--- config.mk ---
export PLATFORM = sky130hd
export DESIGN_NAME = i2c_txn_arbiter_flat
export DESIGN_NICKNAME = d
export VERILOG_FILES = /design/src/rtl/i2c_txn_arbiter_pkg.sv /design/src/rtl/i2c_txn_arbiter_if.sv /design/src/rtl/i2c_txn_arbiter_rr_pick.sv /design/src/rtl/i2c_txn_arbiter.sv /design/src/flat_wrapper.sv
export SDC_FILE = /design/constraint.sdc
export NUM_CORES = 1
export LEC_CHECK = 0
export CAP_MARGIN = 20
export CORE_ASPECT_RATIO = 0.7
export CORE_MARGIN = 3
export CORE_UTILIZATION = 45
export DETAILED_ROUTE_END_ITERATION = 7
export PLACE_DENSITY_LB_ADDON = 0.05
export SLEW_MARGIN = 20
export SYNTH_ARGS = -nofsm -noshare
export SYNTH_HDL_FRONTEND = slang
export SYNTH_SLANG_ARGS = --single-unit
--- constraint.sdc ---
create_clock -name clk -period 5.96 [get_ports clk]
set_input_delay 1.192 -clock clk [delete_from_list [all_inputs] [get_ports clk]]
set_output_delay 1.192 -clock clk [all_outputs]
set_load 0.02 [all_outputs]
--- src/rtl/i2c_txn_arbiter_pkg.sv ---
// i2c_arb_pkg: shared definitions for the I2C transaction arbiter.
//   arb_state_t : sequencer states (ARB, LAUNCH, RUN, FIN)
//   CTL_IDLE    : controller state-bus value meaning "no transfer in flight"
//   ADDR_W      : I2C slave address width
//   DATA_W      : I2C data byte width
package i2c_arb_pkg;

    typedef enum logic [1:0] {
        ST_ARB    = 2'd0,
        ST_LAUNCH = 2'd1,
        ST_RUN    = 2'd2,
        ST_FIN    = 2'd3
    } arb_state_t;

    localparam logic [2:0] CTL_IDLE = 3'b000;
    localparam int         ADDR_W   = 7;
    localparam int         DATA_W   = 8;

endpackage

--- src/rtl/i2c_txn_arbiter_if.sv ---
// i2c_txn_arbiter_if: requester-side and controller-side signals of the
// I2C transaction arbiter, bundled as one interface.
//   Requester side : req, req_addr, req_wdata, req_rw (to arbiter)
//                    gnt, done, rdata, err (from arbiter)
//   Controller side: ctl_start, ctl_addr, ctl_data_in, ctl_r_w_en, ctl_reset
//                    (from arbiter), ctl_state, ctl_rdata (to arbiter)
// Modports:
//   slave  - the arbiter's view
//   master - the environment's view (requesters plus controller)
interface i2c_txn_arbiter_if #(
    parameter int N_REQ = 4
);
    import i2c_arb_pkg::*;

    logic [N_REQ-1:0]        req;
    logic [ADDR_W*N_REQ-1:0] req_addr;
    logic [DATA_W*N_REQ-1:0] req_wdata;
    logic [N_REQ-1:0]        req_rw;
    logic [N_REQ-1:0]        gnt;
    logic [N_REQ-1:0]        done;
    logic [DATA_W-1:0]       rdata;
    logic                    err;

    logic                    ctl_start;
    logic [ADDR_W-1:0]       ctl_addr;
    logic [DATA_W-1:0]       ctl_data_in;
    logic                    ctl_r_w_en;
    logic [2:0]              ctl_state;
    logic [DATA_W-1:0]       ctl_rdata;
    logic                    ctl_reset;

    modport slave (
        input  req, req_addr, req_wdata, req_rw, ctl_state, ctl_rdata,
        output gnt, done, rdata, err,
               ctl_start, ctl_addr, ctl_data_in, ctl_r_w_en, ctl_reset
    );

    modport master (
        output req, req_addr, req_wdata, req_rw, ctl_state, ctl_rdata,
        input  gnt, done, rdata, err,
               ctl_start, ctl_addr, ctl_data_in, ctl_r_w_en, ctl_reset
    );

endinterface

--- src/rtl/i2c_txn_arbiter_rr_pick.sv ---
// rr_pick: combinational round-robin picker.
//   req     in  N_REQ         : pending requests
//   last    in  clog2(N_REQ)  : index served most recently
//   win     out N_REQ         : one-hot winner (all zero when req is zero)
//   win_idx out clog2(N_REQ)  : index of the winner
// The search starts one past 'last' and wraps; the first pending index wins.
module rr_pick #(
    parameter int N_REQ = 4
) (
    input  logic [N_REQ-1:0]         req,
    input  logic [$clog2(N_REQ)-1:0] last,
    output logic [N_REQ-1:0]         win,
    output logic [$clog2(N_REQ)-1:0] win_idx
);
    localparam int IDX_W = $clog2(N_REQ);

    logic             found;
    logic [IDX_W-1:0] pos;

    always_comb begin
        win     = '0;
        win_idx = '0;
        found   = 1'b0;
        pos     = '0;
        for (int off = 1; off <= N_REQ; off++) begin
            pos = IDX_W'((int'(last) + off) % N_REQ);
            if (!found && req[pos]) begin
                found    = 1'b1;
                win[pos] = 1'b1;
                win_idx  = pos;
            end
        end
    end

endmodule

--- src/rtl/i2c_txn_arbiter.sv ---
// i2c_txn_arbiter: shares one I2C controller between N_REQ requesters.
// A round-robin winner's address, write byte and direction are latched into
// the controller pins, the controller is started, and its state bus is
// tracked until it returns to idle. The winner then gets a one-cycle done
// strobe and, for reads, the returned byte on rdata.
// Ports:
//   clk   in : system clock (rising edge)
//   reset in : asynchronous active-low reset
//   bus      : i2c_txn_arbiter_if.slave (requester and controller signals)
// Parameters:
//   N_REQ       : number of requesters, 2..8
//   TIMEOUT_CYC : watchdog limit in clk cycles (timeout build only)
// Build option:
//   I2C_ARB_TIMEOUT_EN - adds a 16-bit watchdog over LAUNCH/RUN that aborts
//   the controller (ctl_reset low for one cycle) and completes with err=1.
//   Without it ctl_reset is tied 1, err tied 0 and transfers wait forever.
module i2c_txn_arbiter
    import i2c_arb_pkg::*;
#(
    parameter int N_REQ       = 4,
    parameter int TIMEOUT_CYC = 4096
) (
    input  logic              clk,
    input  logic              reset,
    i2c_txn_arbiter_if.slave  bus
);
    localparam int IDX_W = $clog2(N_REQ);

    if (N_REQ < 2 || N_REQ > 8) begin : g_bad_n_req
        $error("i2c_txn_arbiter: N_REQ must be in 2..8");
    end
    if (TIMEOUT_CYC < 1 || TIMEOUT_CYC > 65535) begin : g_bad_timeout
        $error("i2c_txn_arbiter: TIMEOUT_CYC must fit the 16-bit watchdog");
    end

    arb_state_t        state;
    logic [IDX_W-1:0]  last;
    logic [N_REQ-1:0]  gnt_r;
    logic [N_REQ-1:0]  done_r;
    logic              start_r;
    logic [ADDR_W-1:0] addr_r;
    logic [DATA_W-1:0] wdata_r;
    logic              rw_r;
    logic [DATA_W-1:0] rdata_r;

    logic [N_REQ-1:0]  win;
    logic [IDX_W-1:0]  win_idx;

`ifdef I2C_ARB_TIMEOUT_EN
    logic              err_r;
    logic              ctl_reset_r;
    logic [15:0]       tmo_cnt;
`endif

    rr_pick #(.N_REQ(N_REQ)) u_pick (
        .req     (bus.req),
        .last    (last),
        .win     (win),
        .win_idx (win_idx)
    );

    always_ff @(posedge clk or negedge reset) begin
        if (!reset) begin
            state   <= ST_ARB;
            last    <= IDX_W'(N_REQ - 1);
            gnt_r   <= '0;
            done_r  <= '0;
            start_r <= 1'b0;
            addr_r  <= '0;
            wdata_r <= '0;
            rw_r    <= 1'b0;
            rdata_r <= '0;
`ifdef I2C_ARB_TIMEOUT_EN
            err_r       <= 1'b0;
            ctl_reset_r <= 1'b1;
            tmo_cnt     <= '0;
`endif
        end else begin
            done_r <= '0;
`ifdef I2C_ARB_TIMEOUT_EN
            err_r       <= 1'b0;
            ctl_reset_r <= 1'b1;
`endif
            unique case (state)
                ST_ARB: begin
                    if (|bus.req) begin
                        gnt_r   <= win;
                        last    <= win_idx;
                        addr_r  <= bus.req_addr[win_idx*ADDR_W +: ADDR_W];
                        wdata_r <= bus.req_wdata[win_idx*DATA_W +: DATA_W];
                        rw_r    <= bus.req_rw[win_idx];
                        start_r <= 1'b1;
                        state   <= ST_LAUNCH;
                    end
                end
                ST_LAUNCH: begin
                    // Hold start until the controller shows it has left idle.
                    if (bus.ctl_state != CTL_IDLE) begin
                        start_r <= 1'b0;
                        state   <= ST_RUN;
                    end
                end
                ST_RUN: begin
                    if (bus.ctl_state == CTL_IDLE) begin
                        if (rw_r) begin
                            rdata_r <= bus.ctl_rdata;
                        end
                        done_r <= gnt_r;
                        state  <= ST_FIN;
                    end
                end
                ST_FIN: begin
                    // done is already high this cycle; release the grant.
                    gnt_r <= '0;
                    state <= ST_ARB;
                end
                default: state <= ST_ARB;
            endcase
`ifdef I2C_ARB_TIMEOUT_EN
            // Watchdog overrides the normal LAUNCH/RUN decisions above.
            if (state == ST_LAUNCH || state == ST_RUN) begin
                tmo_cnt <= tmo_cnt + 16'd1;
                if (tmo_cnt == 16'(TIMEOUT_CYC)) begin
                    start_r     <= 1'b0;
                    rdata_r     <= rdata_r;
                    ctl_reset_r <= 1'b0;
                    err_r       <= 1'b1;
                    done_r      <= gnt_r;
                    state       <= ST_FIN;
                end
            end else if (state == ST_ARB) begin
                tmo_cnt <= '0;
            end
`endif
        end
    end

    assign bus.gnt         = gnt_r;
    assign bus.done        = done_r;
    assign bus.rdata       = rdata_r;
    assign bus.ctl_start   = start_r;
    assign bus.ctl_addr    = addr_r;
    assign bus.ctl_data_in = wdata_r;
    assign bus.ctl_r_w_en  = rw_r;
`ifdef I2C_ARB_TIMEOUT_EN
    assign bus.err         = err_r;
    assign bus.ctl_reset   = ctl_reset_r;
`else
    assign bus.err         = 1'b0;
    assign bus.ctl_reset   = 1'b1;
`endif

endmodule

--- src/flat_wrapper.sv ---
// flat-port wrapper written by rule: the top's interface ports become plain ports
module i2c_txn_arbiter_flat import i2c_arb_pkg::*;
#(
    parameter int N_REQ       = 4,
    parameter int TIMEOUT_CYC = 4096
)
  (clk, reset, bus_req, bus_req_addr, bus_req_wdata, bus_req_rw, bus_ctl_state, bus_ctl_rdata, bus_gnt, bus_done, bus_rdata, bus_err, bus_ctl_start, bus_ctl_addr, bus_ctl_data_in, bus_ctl_r_w_en, bus_ctl_reset);
  i2c_txn_arbiter_if #(.N_REQ(N_REQ)) bus_i ();
  input  logic clk;
  input  logic reset;
  input wire logic [$bits(bus_i.req)-1:0] bus_req;
  input wire logic [$bits(bus_i.req_addr)-1:0] bus_req_addr;
  input wire logic [$bits(bus_i.req_wdata)-1:0] bus_req_wdata;
  input wire logic [$bits(bus_i.req_rw)-1:0] bus_req_rw;
  input wire logic [$bits(bus_i.ctl_state)-1:0] bus_ctl_state;
  input wire logic [$bits(bus_i.ctl_rdata)-1:0] bus_ctl_rdata;
  output wire logic [$bits(bus_i.gnt)-1:0] bus_gnt;
  output wire logic [$bits(bus_i.done)-1:0] bus_done;
  output wire logic [$bits(bus_i.rdata)-1:0] bus_rdata;
  output wire logic [$bits(bus_i.err)-1:0] bus_err;
  output wire logic [$bits(bus_i.ctl_start)-1:0] bus_ctl_start;
  output wire logic [$bits(bus_i.ctl_addr)-1:0] bus_ctl_addr;
  output wire logic [$bits(bus_i.ctl_data_in)-1:0] bus_ctl_data_in;
  output wire logic [$bits(bus_i.ctl_r_w_en)-1:0] bus_ctl_r_w_en;
  output wire logic [$bits(bus_i.ctl_reset)-1:0] bus_ctl_reset;
  assign bus_i.req = bus_req;
  assign bus_i.req_addr = bus_req_addr;
  assign bus_i.req_wdata = bus_req_wdata;
  assign bus_i.req_rw = bus_req_rw;
  assign bus_i.ctl_state = bus_ctl_state;
  assign bus_i.ctl_rdata = bus_ctl_rdata;
  assign bus_gnt = bus_i.gnt;
  assign bus_done = bus_i.done;
  assign bus_rdata = bus_i.rdata;
  assign bus_err = bus_i.err;
  assign bus_ctl_start = bus_i.ctl_start;
  assign bus_ctl_addr = bus_i.ctl_addr;
  assign bus_ctl_data_in = bus_i.ctl_data_in;
  assign bus_ctl_r_w_en = bus_i.ctl_r_w_en;
  assign bus_ctl_reset = bus_i.ctl_reset;
  i2c_txn_arbiter #(.N_REQ(N_REQ), .TIMEOUT_CYC(TIMEOUT_CYC)) u_core (.clk(clk), .reset(reset), .bus(bus_i));
endmodule
# Word level (Yosys, flattened, before mapping)
# Index checks and enable logic that the tools add are counted.
[classes] multipliers=1 mux=40 shifts=2 addsub=4 bitwise_logic=3 n_lt_le_gt_ge=9 n_eq_ne=6 reduce_logical=21
[ops] operator="indexed part select 32 x 6 -> 8 bit" n=1
[ops] operator="2-to-1 mux 4 bit" n=7
[ops] operator="indexed part select 28 x 6 -> 7 bit" n=1
[ops] operator="less-than comparator 2 x 3 -> 1 bit, second input constant" n=5
[ops] operator="2-to-1 mux 1 bit" n=14
[ops] operator="2-to-1 mux 2 bit" n=7
[ops] operator="OR 4 bit" n=3
[ops] operator="binary-select mux 1 bit (select 2 bit)" n=5
[ops] operator="AND reduction 3 bit" n=3
[ops] operator="demux 1 bit (select 2 bit)" n=4
[ops] operator="greater-or-equal comparator 2 x 1 -> 1 bit, second input constant" n=4
[ops] operator="case mux 2 bit (4 select lines)" n=1
[ops] operator="case mux 4 bit (2 select lines)" n=1
[ops] operator="logical AND 1 bit" n=7
[ops] operator="!= test 2 x 1 -> 1 bit, second input constant" n=3
[ops] operator="multiplier 2 x 3 -> 5 bit, second input constant" n=1
[ops] operator="adder 2 x 1 -> 2 bit, second input constant" n=2
[ops] operator="adder 2 bit, second input constant" n=2
[ops] operator="== test 2 bit, second input constant" n=2
[ops] operator="AND reduction 2 bit" n=2
[ops] operator="nonzero test 2 bit" n=2
[ops] operator="OR reduction 4 bit" n=1
[ops] operator="logical NOT 1 bit" n=3
[ops] operator="logical NOT 3 bit" n=1
[ops] operator="other kinds (4)" n=4
[totals] elab_cells=95 input_bits=81 ff_bits=37 output_inout_bits=35

# Depth between registers and ports, before layout
[depth] ltp_word=15 mapped_depth=11 depth_no_buf=7

# Modules after synthesis
# A second synthesis with hierarchy kept.
[hier_totals] cells_unflattened=198 hier_area_um2=2587.5
[modules_own_cells] mod="i2c_txn_arbiter" area_each_um2=2042.0 seq_area_each_um2=928.4 instances=1 cells_per_inst=130
[modules_own_cells] mod="rr_pick" area_each_um2=545.5 seq_area_each_um2=0.0 instances=1 cells_per_inst=68

# Worst setup path after synthesis
# OpenSTA, ideal clock, no wires.
[synth_timing] kind="input to register" from="in bus_req[2]" to="reg u_core.addr_r[3], in the netlist u_core.bus.ctl_addr[3]" n_path_buf=2 setup_time_ns=0.136 arrival_time_ns=2.775 setup_slack_ns=3.049 t_required_ns=5.824 path_stages=7 path_cell_list="buf_2 -> nand2b_1 -> a2111o_1 -> a32oi_4 -> buf_4 -> mux2i_1 -> o221ai_2"
[synth_between] elab_chain_cells=14 elab_cells_between_ends=25 classes_between="mul (1); shift (1); mux (15); reduce/logical (8)"
[synth_rtl] element="start: declaration" line_no="flat_wrapper.sv:11" source="input wire logic [$bits(bus_i.req)-1:0] bus_req;"
[synth_rtl] element="binary-select mux 1 bit (select 2 bit)" line_no="i2c_txn_arbiter_rr_pick.sv:27" source="if (!found && req[pos]) begin"
[synth_rtl] element="2-to-1 mux 1 bit (not written as such)" line_no="i2c_txn_arbiter_rr_pick.sv:27"
[synth_rtl] element="2-to-1 mux 1 bit" line_no="i2c_txn_arbiter_rr_pick.sv:27"
[synth_rtl] element="logical NOT 1 bit" line_no="i2c_txn_arbiter_rr_pick.sv:27"
[synth_rtl] element="logical AND 1 bit" line_no="i2c_txn_arbiter_rr_pick.sv:27"
[synth_rtl] element="2-to-1 mux 1 bit" line_no="i2c_txn_arbiter_rr_pick.sv:27"
[synth_rtl] element="logical NOT 1 bit" line_no="i2c_txn_arbiter_rr_pick.sv:27"
[synth_rtl] element="logical AND 1 bit" line_no="i2c_txn_arbiter_rr_pick.sv:27"
[synth_rtl] element="2-to-1 mux 1 bit" line_no="i2c_txn_arbiter_rr_pick.sv:27"
[synth_rtl] element="logical NOT 1 bit" line_no="i2c_txn_arbiter_rr_pick.sv:27"
[synth_rtl] element="logical AND 1 bit" line_no="i2c_txn_arbiter_rr_pick.sv:27"
[synth_rtl] element="2-to-1 mux 2 bit" line_no="i2c_txn_arbiter_rr_pick.sv:27"
[synth_rtl] element="multiplier 2 x 3 -> 5 bit" line_no="i2c_txn_arbiter.sv:89" source="addr_r <= bus.req_addr[win_idx*ADDR_W +: ADDR_W];"
[synth_rtl] element="indexed part select 28 x 6 -> 7 bit" line_no="i2c_txn_arbiter.sv:89"
[synth_rtl] element="end signal: assignment" line_no="i2c_txn_arbiter.sv:89"
[synth_rtl] element="end: declaration" line_no="i2c_txn_arbiter.sv:41" source="logic [ADDR_W-1:0] addr_r;"
# Parallel ways exist; a longest one is shown, timed or not. The select of a mux whose other input is x is not followed.
# A chain may end at the register's enable or synchronous reset.

# Final worst setup path
[layout_timing] from="in bus_req[2]" to="reg u_core.addr_r[1], in the netlist u_core.bus.ctl_addr[1]"
# Same word-level chain as after synthesis.

==> load_flow_metrics.sql <==
INSERT INTO impl_metrics (metric_group, metric, value, unit) VALUES
('outcome', 'outcome', 'complete, no violations', ''),
('yosys', 'synthCells', '228', ''),
('timing', 'timing.slew.headroom', '26.94', '%'),
('yosys', 'most_used_flip_flop_cell_after_synthesis', 'sky130_fd_sc_hd__dfrtp_1', ''),
('die', 'initial_utilization', '47.61', '%'),
('yosys', 'synth.cell_area', '2542', 'µm²'),
('pwr', 'fin_total_pwr', '1.891', 'mW'),
('pwr', 'powerDensity', '506.5', 'nW/µm²'),
('timing', 'setup_skew', '0.002892', 'ns'),
('pwr', 'worst_supply_voltage_drop_on_vdd', '0.2583', 'mV'),
('hold_path', 'worst_min_delay_path_startpoint', 'u_core.bus.ctl_data_in[4]$_DFFE_PN0P_', ''),
('yosys', 'synth.largest_area_cell', 'sky130_fd_sc_hd__dfrtp_1', ''),
('pwr', 'cellLeakagePower', '1.613', 'nW'),
('clock_network', 'ctsRootBufferMaster', 'sky130_fd_sc_hd__clkbuf_8', ''),
('yosys', 'yosys-top-cells-count', 'sky130_fd_sc_hd__dfrtp_1, sky130_fd_sc_hd__mux2i_1, sky130_fd_sc_hd__nand2_1', ''),
('placed_design', 'detailed_place.area', '3646', 'µm²'),
('detailed_routing', 'drt-vias-per-instance', '5.484', ''),
('detailed_routing', 'detail_route.first_pass.iterations', '4', ''),
('hold_path', 'hp-class', 'reg2reg', ''),
('finish', 'post_route_cells_drive_above_1_share', '10.81', '%'),
('detailed_routing', 'routed_wl', '6713', 'µm'),
('yosys', 'synth_warnings', '0', ''),
('timing', 'fmaxAchievable', '0.2595', 'GHz'),
('timing', 'drv_slew', '0', ''),
('yosys', 'synth-async-reset-ratio', '100.0', '%'),
('yosys', 'seq_area_frac_synth', '36.52', '%'),
('global_routing', 'grt-ovfl-total', '0', ''),
('placed_design', 'port_buffers', '113', ''),
('clock_network', 'post-cts-setup-buffer-count', '0', ''),
('worst_setup_path', 'max_fanout_on_critical_path', '17', ''),
('yosys', 'yosys_register_bits', '37', ''),
('finish', 'finalNetCount', '425', ''),
('worst_setup_path', 'regToRegStartpoint', 'u_core.last[0]$_DFFE_PN1P_', ''),
('global_routing', 'grt_util_all_layers', '20.25', '%'),
('timing', 'grt_setup_unrepaired', 'false', ''),
('worst_setup_path', 'critical_path.startpoint', 'bus_req[2]', ''),
('flow_run', 'maxCapViolations', '0', ''),
('detailed_routing', 'avgRoutedWirePerCell', '16.58', 'µm'),
('die', 'num_rows', '22', ''),
('timing', 'period_share', '64.65', '%'),
('worst_setup_path', 'timing_worst_setup_path_type', 'in2reg', ''),
('clock_network', 'clock_sinks', '37', ''),
('placed_design', 'gp_congestion', '0.9511', ''),
('clock_network', 'worst_setup_hold_path_clk_slew', '0.07', 'ns'),
('timing', 'timing.final.hold_violations', '0', ''),
('detailed_routing', 'route.vias.total', '2221', ''),
('yosys', 'syn-num-nets', '321', ''),
('timing', 'final_period_minus_worst_setup_slack', '3.853', 'ns'),
('global_routing', 'globalRoute.busiestLayer', 'met2', ''),
('yosys', 'synth.top_cells.by_area', 'sky130_fd_sc_hd__dfrtp_1, sky130_fd_sc_hd__mux2i_1, sky130_fd_sc_hd__ha_1', ''),
('worst_setup_path', 'cp.arrival', '3.96', 'ns'),
('worst_setup_path', 'startpoint_type', 'primary input', ''),
('global_routing', 'groute.layer.met2.usage', '32.38', '%'),
('clock_network', 'cts.repair.resized', '0', ''),
('worst_setup_path', 'critPathCaptureType', 'flop', ''),
('timing', 'worst_pin_slew', '1.093', 'ns'),
('clock_network', 'cts_max_path_buffers', '2', ''),
('placed_design', 'dp_hpwl', '5157', 'µm'),
('global_routing', 'use_met3', '7.918', '%'),
('die', 'fp.dieArea', '6602', 'µm²'),
('clock_network', 'tritoncts', 'done', ''),
('die', 'floorplan.core_area', '5340', 'µm²'),
('global_routing', 'number_of_global_route_vias_before_repair', '2119', ''),
('yosys', 'synth_area_per_cell', '11.15', 'µm²'),
('worst_setup_path', 'timing.critical_path.required', '6.07', 'ns'),
('finish', 'antennaDiodeCount', '0', ''),
('finish', 'finish.instance_area', '3732', 'µm²'),
('detailed_routing', 'initialDrtViolationCount', '180', ''),
('clock_network', 'number_of_buffers_added_to_fix_hold_violations_after_cts', '0', ''),
('detailed_routing', 'post-route-drc-count', '0', ''),
('global_routing', 'pin_count_of_the_biggest_net_entering_global_routing', '38', '');
==> where the power goes <==
part	switching, mW	internal (mW)
Clock	0.0902	0.0807
Sequential	0.0942	0.369
Combinational	0.669	0.587
==> metrics by stage <==
stage	utilization [%]	setup slack (ns)	cells	hold WS, ns
floorplan	-	3.049	228	0.5382
global placement	68.28	1.894	397	0.4682
detailed placement	68.28	1.781	397	0.4792
CTS	69.89	2.097	405	0.4958
global route	69.89	1.952	405	0.5161
finish	69.89	2.107	405	0.4886
==> path summary, 6_finish.rpt <==
kind	end	slack (ns)	cells past startpoint
min in group asynchronous	u_core.bus.gnt[2]$_DFFE_PN0P_	0.99	1
min	u_core.bus.ctl_data_in[4]$_DFFE_PN0P_	0.49	2
max in group asynchronous	u_core.bus.ctl_addr[6]$_DFFE_PN0P_	4.45	1
max	u_core.bus.ctl_addr[1]$_DFFE_PN0P_	2.11	7
max reg2reg	u_core.bus.ctl_addr[1]$_DFFE_PN0P_	2.29	8
min reg2reg	u_core.bus.ctl_data_in[4]$_DFFE_PN0P_	0.49	2
==> state kept, by name, indices dropped and copies added, names as in the netlist <==
| signal | cells |
|---|---|
| u_core.state | 2 |
| u_core.bus.ctl_addr | 7 |
| u_core.bus.ctl_start | 1 |
| u_core.bus.rdata | 8 |
| u_core.bus.gnt | 4 |
| u_core.bus.ctl_data_in | 8 |
| u_core.last | 2 |
| u_core.bus.done | 4 |
| u_core.bus.ctl_r_w_en | 1 |
==> critical path: stages <==
cell and delay [ns]:
sky130_fd_sc_hd__clkdlybuf4s50_1 0.67, sky130_fd_sc_hd__nand2b_1 0.15, sky130_fd_sc_hd__a2111o_1 0.46, sky130_fd_sc_hd__a32oi_4 0.68
sky130_fd_sc_hd__buf_4 0.42, sky130_fd_sc_hd__mux2i_1 0.23, sky130_fd_sc_hd__o221ai_1 0.15
==> layer usage <==
| metal | share of wire (%) | up-vias | wire length (µm) |
|---|---|---|---|
| li1 | - | 1061 | - |
| met1 | 42 | 1057 | 2831 |
| met2 | 46 | 99 | 3119 |
| met3 | 11 | 4 | 728 |
| met4 | 0.48 | 0 | 32 |
| met5 | 0 | - | 0 |
==> cells in the final DEF (no fill, tap or decap), drive strengths merged, types with 2 or more instances in the layout <==
| cell type | n |
|---|---|
| inv | 5 |
| a211oi | 2 |
| o2bb2ai | 4 |
| and3 | 5 |
| conb | 2 |
| a221oi | 5 |
| clkbuf | 5 |
| a22o | 5 |
| o221ai | 17 |
| nor2 | 13 |
| clkinv | 2 |
| mux4 | 3 |
| o21ai | 5 |
| o32ai | 2 |
| dfrtp | 35 |
| nor3 | 3 |
| o211ai | 2 |
| a21oi | 3 |
| clkdlybuf4s50 | 112 |
| nand3 | 2 |
| mux2i | 35 |
| nand2 | 21 |
| ha | 12 |
| buf | 2 |
| dfstp | 2 |
| mux2 | 10 |
| nor2b | 3 |
| nand2b | 6 |
==> cells by family (layout without fill, tap and decap cells) <==
kind of cell	count (synthesis)	count (layout)	share of synthesized area (%)
AO/OA/AOI/OAI	49	49	19.59
XOR/XNOR	1	1	0.3446
adder cells (fa/ha/maj)	12	12	5.905
buffers and inverters	22	127	5.463
flip-flops	37	37	36.52
multiplexers	48	48	21.01
other	2	2	0.2954
AND/OR/NAND/NOR	57	57	10.88
==> final cells by class <==
class | count | area [µm²]
Fill cell | 403 | 1608
Sequential cell | 37 | 928.4
Timing Repair Buffer | 114 | 1134
Inverter | 5 | 18.77
Multi-Input combinational cell | 169 | 1475
Clock inverter | 3 | 17.52
Tap cell | 72 | 90.09
Clock buffer | 5 | 68.82
(Power assumes the default switching activity.)
